### config.mk
export PLATFORM = sky130hd
export DESIGN_NAME = ccd_clk_timing
export DESIGN_NICKNAME = d
export VERILOG_FILES = /design/src/rtl/ccd_clk_timing.sv
export SDC_FILE = /design/constraint.sdc
export NUM_CORES = 1
export LEC_CHECK = 0
export BUFFER_PORTS_ARGS = -buffer_cell sky130_fd_sc_hd__buf_4
export CORE_UTILIZATION = 51
export DETAILED_ROUTE_END_ITERATION = 8
export GPL_ROUTABILITY_DRIVEN = 1
export PLACE_DENSITY = 0.7
export SKIP_CTS_REPAIR_TIMING = 1
export SYNTH_ARGS = -nofsm -noshare
export SYNTH_HDL_FRONTEND = slang
export SYNTH_SLANG_ARGS = --single-unit
### constraint.sdc
create_clock -name clk_50m -period 6 [get_ports clk_50m]
set_clock_uncertainty 0.15 [all_clocks]
set_input_delay 0 -clock clk_50m [delete_from_list [all_inputs] [get_ports clk_50m]]
set_output_delay 0 -clock clk_50m [all_outputs]
set_load 0.02 [all_outputs]
### src/rtl/ccd_clk_timing.sv
// ccd_clk_timing: runtime-divisible 50 % duty CCD master clock plus ICG/SH frame
// sequencing, programmable integration period and per-pixel ADC strobes.
module ccd_clk_timing #(
  parameter int DIV_W   = 8,
  parameter int DEF_DIV = 25,
  parameter int PIX_W   = 12,
  parameter int NUM_PIX = 3694,
  parameter int INT_W   = 24
) (
  input  logic             clk_50m,
  input  logic             rst,
  input  logic [DIV_W-1:0] div_in,
  input  logic             div_load,
  input  logic [INT_W-1:0] int_time,
  input  logic             start,
  input  logic             stop,
  output logic             ccd_m,
  output logic             ccd_icg,
  output logic             ccd_sh,
  output logic             pix_valid,
  output logic [PIX_W-1:0] pix_idx,
  output logic             frame_done,
  output logic             busy
);
  localparam logic [INT_W-1:0] MIN_PER = INT_W'(8 + 4 * NUM_PIX);
  typedef enum logic [2:0] {IDLE, LEAD, SHP, TAIL, READ, WAIT} state_t;
  state_t state_q, state_d;
  logic [DIV_W-1:0] div_q, div_d, pend_q, cnt_q, cnt_d;
  logic pend_vld_q, a_q, b_q, m_tick, start_q, stop_q;
  logic [INT_W-1:0] ftick_q, ftick_d, ftick_inc, per_q, per_d, per_new;
  logic [PIX_W+1:0] rel;
  logic [PIX_W-1:0] pix, pix_d;
  logic icg_d, sh_d, pv_d, fd_d;
  assign m_tick = cnt_q == div_q - DIV_W'(1);
  assign cnt_d = m_tick ? '0 : cnt_q + DIV_W'(1);
  assign div_d = m_tick && pend_vld_q ? pend_q : div_q;
  assign ccd_m = a_q | b_q;
  assign busy = state_q != IDLE;
  // a new divisor only takes effect at a period wrap, so no runt periods appear
  always_ff @(posedge clk_50m or negedge rst) begin
    if (!rst) begin
      div_q <= DIV_W'(DEF_DIV);
      pend_q <= DIV_W'(DEF_DIV);
      pend_vld_q <= 1'b0;
      cnt_q <= '0;
      a_q <= 1'b1;
    end else begin
      div_q <= div_d;
      cnt_q <= cnt_d;
      a_q <= cnt_d < (div_d >> 1);
      if (div_load) pend_q <= div_in < DIV_W'(2) ? DIV_W'(2) : div_in;
      pend_vld_q <= div_load | (pend_vld_q & ~m_tick);
    end
  end
  // half-cycle extension of phase A gives the extra half period for odd divisors
  always_ff @(negedge clk_50m or negedge rst) begin
    if (!rst) b_q <= 1'b0;
    else b_q <= a_q & div_q[0];
  end
  assign ftick_inc = ftick_q + INT_W'(1);
  assign per_new = int_time > MIN_PER ? int_time : MIN_PER;
  always_ff @(posedge clk_50m or negedge rst) begin
    if (!rst) begin
      state_q <= IDLE;
      ftick_q <= '0;
      per_q <= MIN_PER;
      start_q <= 1'b0;
      stop_q <= 1'b0;
      ccd_icg <= 1'b1;
      ccd_sh <= 1'b0;
      pix_valid <= 1'b0;
      pix_idx <= '0;
      frame_done <= 1'b0;
    end else begin
      state_q <= state_d;
      ftick_q <= ftick_d;
      per_q <= per_d;
      start_q <= state_q == IDLE && (start || (start_q && !m_tick));
      stop_q <= (state_d == IDLE && state_q != IDLE) ? 1'b0 : stop ? 1'b1 :
                (state_q == IDLE && !start_q) ? 1'b0 : stop_q;
      ccd_icg <= icg_d;
      ccd_sh <= sh_d;
      pix_valid <= pv_d;
      pix_idx <= pix_d;
      frame_done <= fd_d;
    end
  end
  // state_q always names the phase owning the most recent frame tick
  always_comb begin
    state_d = state_q;
    ftick_d = ftick_q;
    per_d = per_q;
    if (m_tick && state_q == IDLE && start_q) begin
      state_d = LEAD;
      ftick_d = '0;
      per_d = per_new;
    end else if (m_tick && state_q != IDLE) begin
      ftick_d = ftick_inc == per_q ? '0 : ftick_inc;
      per_d = ftick_inc == per_q ? per_new : per_q;
      state_d = ftick_inc == per_q ? (stop_q ? IDLE : LEAD) :
                ftick_inc < INT_W'(2) ? LEAD :
                ftick_inc < INT_W'(6) ? SHP :
                ftick_inc < INT_W'(8) ? TAIL :
                ftick_inc < MIN_PER ? READ : WAIT;
    end
  end
  always_comb begin
    rel = ftick_d[PIX_W+1:0] - (PIX_W+2)'(8);
    pix = rel[PIX_W+1:2];
    icg_d = !(state_d inside {LEAD, SHP, TAIL});
    sh_d = state_d == SHP;
    pv_d = m_tick && state_d == READ && rel[1:0] == 2'd3;
    fd_d = pv_d && pix == PIX_W'(NUM_PIX - 1);
    pix_d = state_d == READ ? pix : state_d == LEAD ? '0 : pix_idx;
  end
endmodule

==> results.yml <==
run_status:
  outcome: "complete, no violations"
clock_network:
  cts.htree.levels: 3
  number_of_buffers_added_by_the_clock_tree_synthesis_step: 9
  worstSkewPairLatency_ns: 0.36
  clock_sink_count: 96
  clock_tree.buffer_depth: 2
  tritoncts: "done"
  clk_root_buffer_cell: "sky130_fd_sc_hd__clkbuf_16"
  cts.clk_slew.worst_paths_ns: 0.07
finish:
  areaGrowthSynthToFinish_pct: 20.1
  final_net_count: 822
  post_route_cells_drive_above_1_share: 0.179
  antenna_cells_inserted: 0
  final_area_mm2: 0.00752
  finish.cell_count_without_fillers: 927
detailed_routing:
  antenna_left: 0
  drt_pre_antenna_iters: 4
  post_drt_wl_per_cell_um: 17.9
  routed_wirelength_um: 16600
  num_vias: 5572
  drcViolationCount: 0
  drt_iter0_drc: 301
  post_drt_via_cell_ratio: 6.01
place:
  place.gp.congestion: 0.885
  port-buffer-count: 54
  detailedPlacementHpwl_um: 11700
  placedCellCount: 865
  placed_area_mm2: 0.00674
timing:
  max_slew_violation_count: 0
  period_needed_ns: 5.50
  final-hold-violation-count: 0
  timing_worst_slew_pin_value_ns: 0.943
  worst_slew_margin: 0.371
  fin_setup_tns_ns: 0
  rsz_0062_raised_after_global_routing: "no"
  fmax_ghz: 0.182
  post-route-period-util: 0.917
  finalSetupViolCount: 0
synthesis:
  syn_area_mm2: 0.00626
  synthDistinctLibCells: 76
  yosys.area.top_type: "sky130_fd_sc_hd__dfrtp_1"
  async_flop_share: 1.00
  synthesis.nets: 746
  post_synth_edffs: 0
  synth.top_cells.by_area: "sky130_fd_sc_hd__dfrtp_1 32%, sky130_fd_sc_hd__dfstp_2 5.9%, sky130_fd_sc_hd__xnor2_1 5.3%"
  synth-seq-cells: 96
  yosysWarnings: 0
  synth_cells: 699
  synth.top_cell.area_share: 0.324
  seq_area_frac_synth: 0.386
  synth-main-ff-cell: "sky130_fd_sc_hd__dfrtp_1"
  syn-mean-instance-area_um2: 8.96
floorplan:
  placement_rows: 40
  floorplan.die.width_um: 113
  floorplan.die_area_mm2: 0.0127
  dieHeight_um: 113
  starting_density: 0.521
  io_pins: 55
  core_region_area_mm2: 0.0120
grt:
  grt-ovfl-total: 0
  track_usage: 0.263
  first_pass_grt_wire_length_um: 26100
  antenna_found_initial: 0
  largest_net_degree_at_the_start_of_global_routing: 76
  vias_in_the_first_global_route: 5077
power_and_ir_drop:
  power_consumption_mw: 1.36
  pwr_density_mw_per_mm2: 181
  switchingPower_mw: 0.296
  p_comb_frac: 0.053
  ir_worst_vdd_mv: 0.133
  internal_power_mw: 1.07
  power.leakage_nw: 3.33
  power.share.sequential: 0.483
  power.clock.fraction: 0.464
  power.share.switching: 0.217
critical_path:
  worst_ep_required_time_ns: 6.10
  endpoint_kind: "flip-flop"
  worstPathMaxFanout: 15
  timing_worst_setup_path_type: "flip-flop to flip-flop"
  critical-path-max-stage-delay_ns: 0.78
  worst_ep_arrival_time_ns: 5.61
  worst_setup_path_start_kind: "flip-flop"
  crit_path_top_delay_cell: "sky130_fd_sc_hd__or4_1"
  cp_cell_sequence: "nand4_4 > or4_1 > nor4_1 > xnor2_1 > nand4_1 > or4_1 > nand2_2 > nor2_1 > o21ai_0 > o31a_1 > ha_1 > nand3_2 > or3_4 > nor4_4 > xnor2_1 > nor4_2"
hold_path:
  hold_path_class: "input port to flip-flop"
flow_run:
  drv_cap: 0
==> power by group through the flow <==
stage	logic [mW]	clock network [mW]	registers, mW
finish	0.0723	0.633	0.659
global route	0.0793	0.669	0.658
CTS	0.0439	0.647	0.658
detailed placement	0.0437	0	0.670
global placement	0.0429	0	0.670
floorplan	0.00914	0	0.668
==> cells by family after synthesis <==
kind of cell / Yosys count / share of synthesized area
DFF: 96 / 0.386
AOI/OAI and AO/OA: 156 / 0.163
muxes: 29 / 0.0502
adders and majority gates: 10 / 0.0200
xor gates and xnor gates: 61 / 0.0853
and+or+nand+nor: 267 / 0.242
buffers and inverters: 80 / 0.0531
==> cells in the final DEF, fill, tap and decap left out, types with 11 or more instances in the layout <==
cell type,n
sky130_fd_sc_hd__a21oi_1,23
sky130_fd_sc_hd__and2_1,11
sky130_fd_sc_hd__and3_1,11
sky130_fd_sc_hd__buf_4,66
sky130_fd_sc_hd__dfrtp_1,81
sky130_fd_sc_hd__dfstp_2,14
sky130_fd_sc_hd__dlygate4sd3_1,46
sky130_fd_sc_hd__inv_1,33
sky130_fd_sc_hd__mux2_2,19
sky130_fd_sc_hd__nand2_1,53
sky130_fd_sc_hd__nand3_1,26
sky130_fd_sc_hd__nand4_1,12
sky130_fd_sc_hd__nor2_1,54
sky130_fd_sc_hd__nor3_1,22
sky130_fd_sc_hd__nor4_1,13
sky130_fd_sc_hd__o21ai_0,53
sky130_fd_sc_hd__xnor2_1,38
sky130_fd_sc_hd__xor2_1,23
==> flip-flops by register name (all words and copies together) (netlist names), 3 cells and up <==
signal   flops
ftick_q     24
cnt_q        8
pix_idx     12
pend_q       8
state_q      3
per_q       24
div_q        8
==> cell usage after synthesis, drive strengths merged, types with 2 or more instances <==
master	n
or2	5
a21boi	3
a32oi	6
nand3	27
a31o	2
a22oi	5
nor2b	4
and2	11
or3b	2
xor2	23
o22ai	5
nor4	18
xnor2	38
o21ai	55
and3	11
nor3	22
ha	10
nand2	54
o32a	2
mux2i	10
a211oi	2
nand3b	10
o21a	5
o31a	3
or3	4
nand4	15
a21oi	23
mux2	19
o211ai	9
a31oi	7
buf	17
a211o	3
and4	5
o31ai	11
or4	8
dfrtp	81
nand2b	8
clkbuf	30
a311o	2
dfstp	14
inv	33
nand4b	2
nor2	56
a2111oi	2
o41ai	3
==> worst max-delay path, delay by kind of cell (launching register included) <==
kind / cells / cell delay [ns]
xor gates and xnor gates: 2 / 0.31
DFF: 1 / 0.67
adders and majority gates: 1 / 0.21
and+or+nand+nor: 11 / 3.70
AOI/OAI and AO/OA: 2 / 0.35
==> final timing paths <==
path	from	endpoint	slack, ns	cells past startpoint
min in group asynchronous	rst	ccd_icg$_DFF_PN1_	0.52	3
max in group asynchronous	rst	b_q$_DFF_NN0_	2.33	3
max	ftick_q[8]$_DFF_PN0_	frame_done$_DFF_PN0_	0.50	16
max reg2reg	ftick_q[8]$_DFF_PN0_	frame_done$_DFF_PN0_	0.50	16
min reg2reg	pix_idx[6]$_DFFE_PN0P_	pix_idx[6]$_DFFE_PN0P_	0.33	2
min	start	start_q$_DFF_PN0_	0.26	4
==> per-layer routing <==
layer  up-vias  global-route usage  wire (µm)
li1       2670                   -          -
met1      2682               0.376       7900
met2       185               0.398       7560
met3        35              0.0337        747
met4         0               0.117        413
met5         -                   0          0
==> per-stage QoR <==
stage / utilization / setup slack, ns / hold WS, ns
detailed placement: 0.561 / 0.553 / -0.252
global route: 0.626 / 0.162 / 0.271
finish: 0.626 / 0.497 / 0.264
floorplan: - / 1.09 / -0.446
global placement: 0.561 / 0.688 / -0.255
CTS: 0.588 / 0.519 / -0.637
==> final cells by class <==
class / count / area, µm²
well taps: 147 / 184
multi-input cells: 523 / 3510
clock inverters: 7 / 100
repair buffers: 112 / 956
flip-flops and latches: 96 / 2420
fillers: 1009 / 4490
clock buffers: 9 / 225
inverters: 33 / 124
No activity file was read; power rests on OpenSTA's default activity.
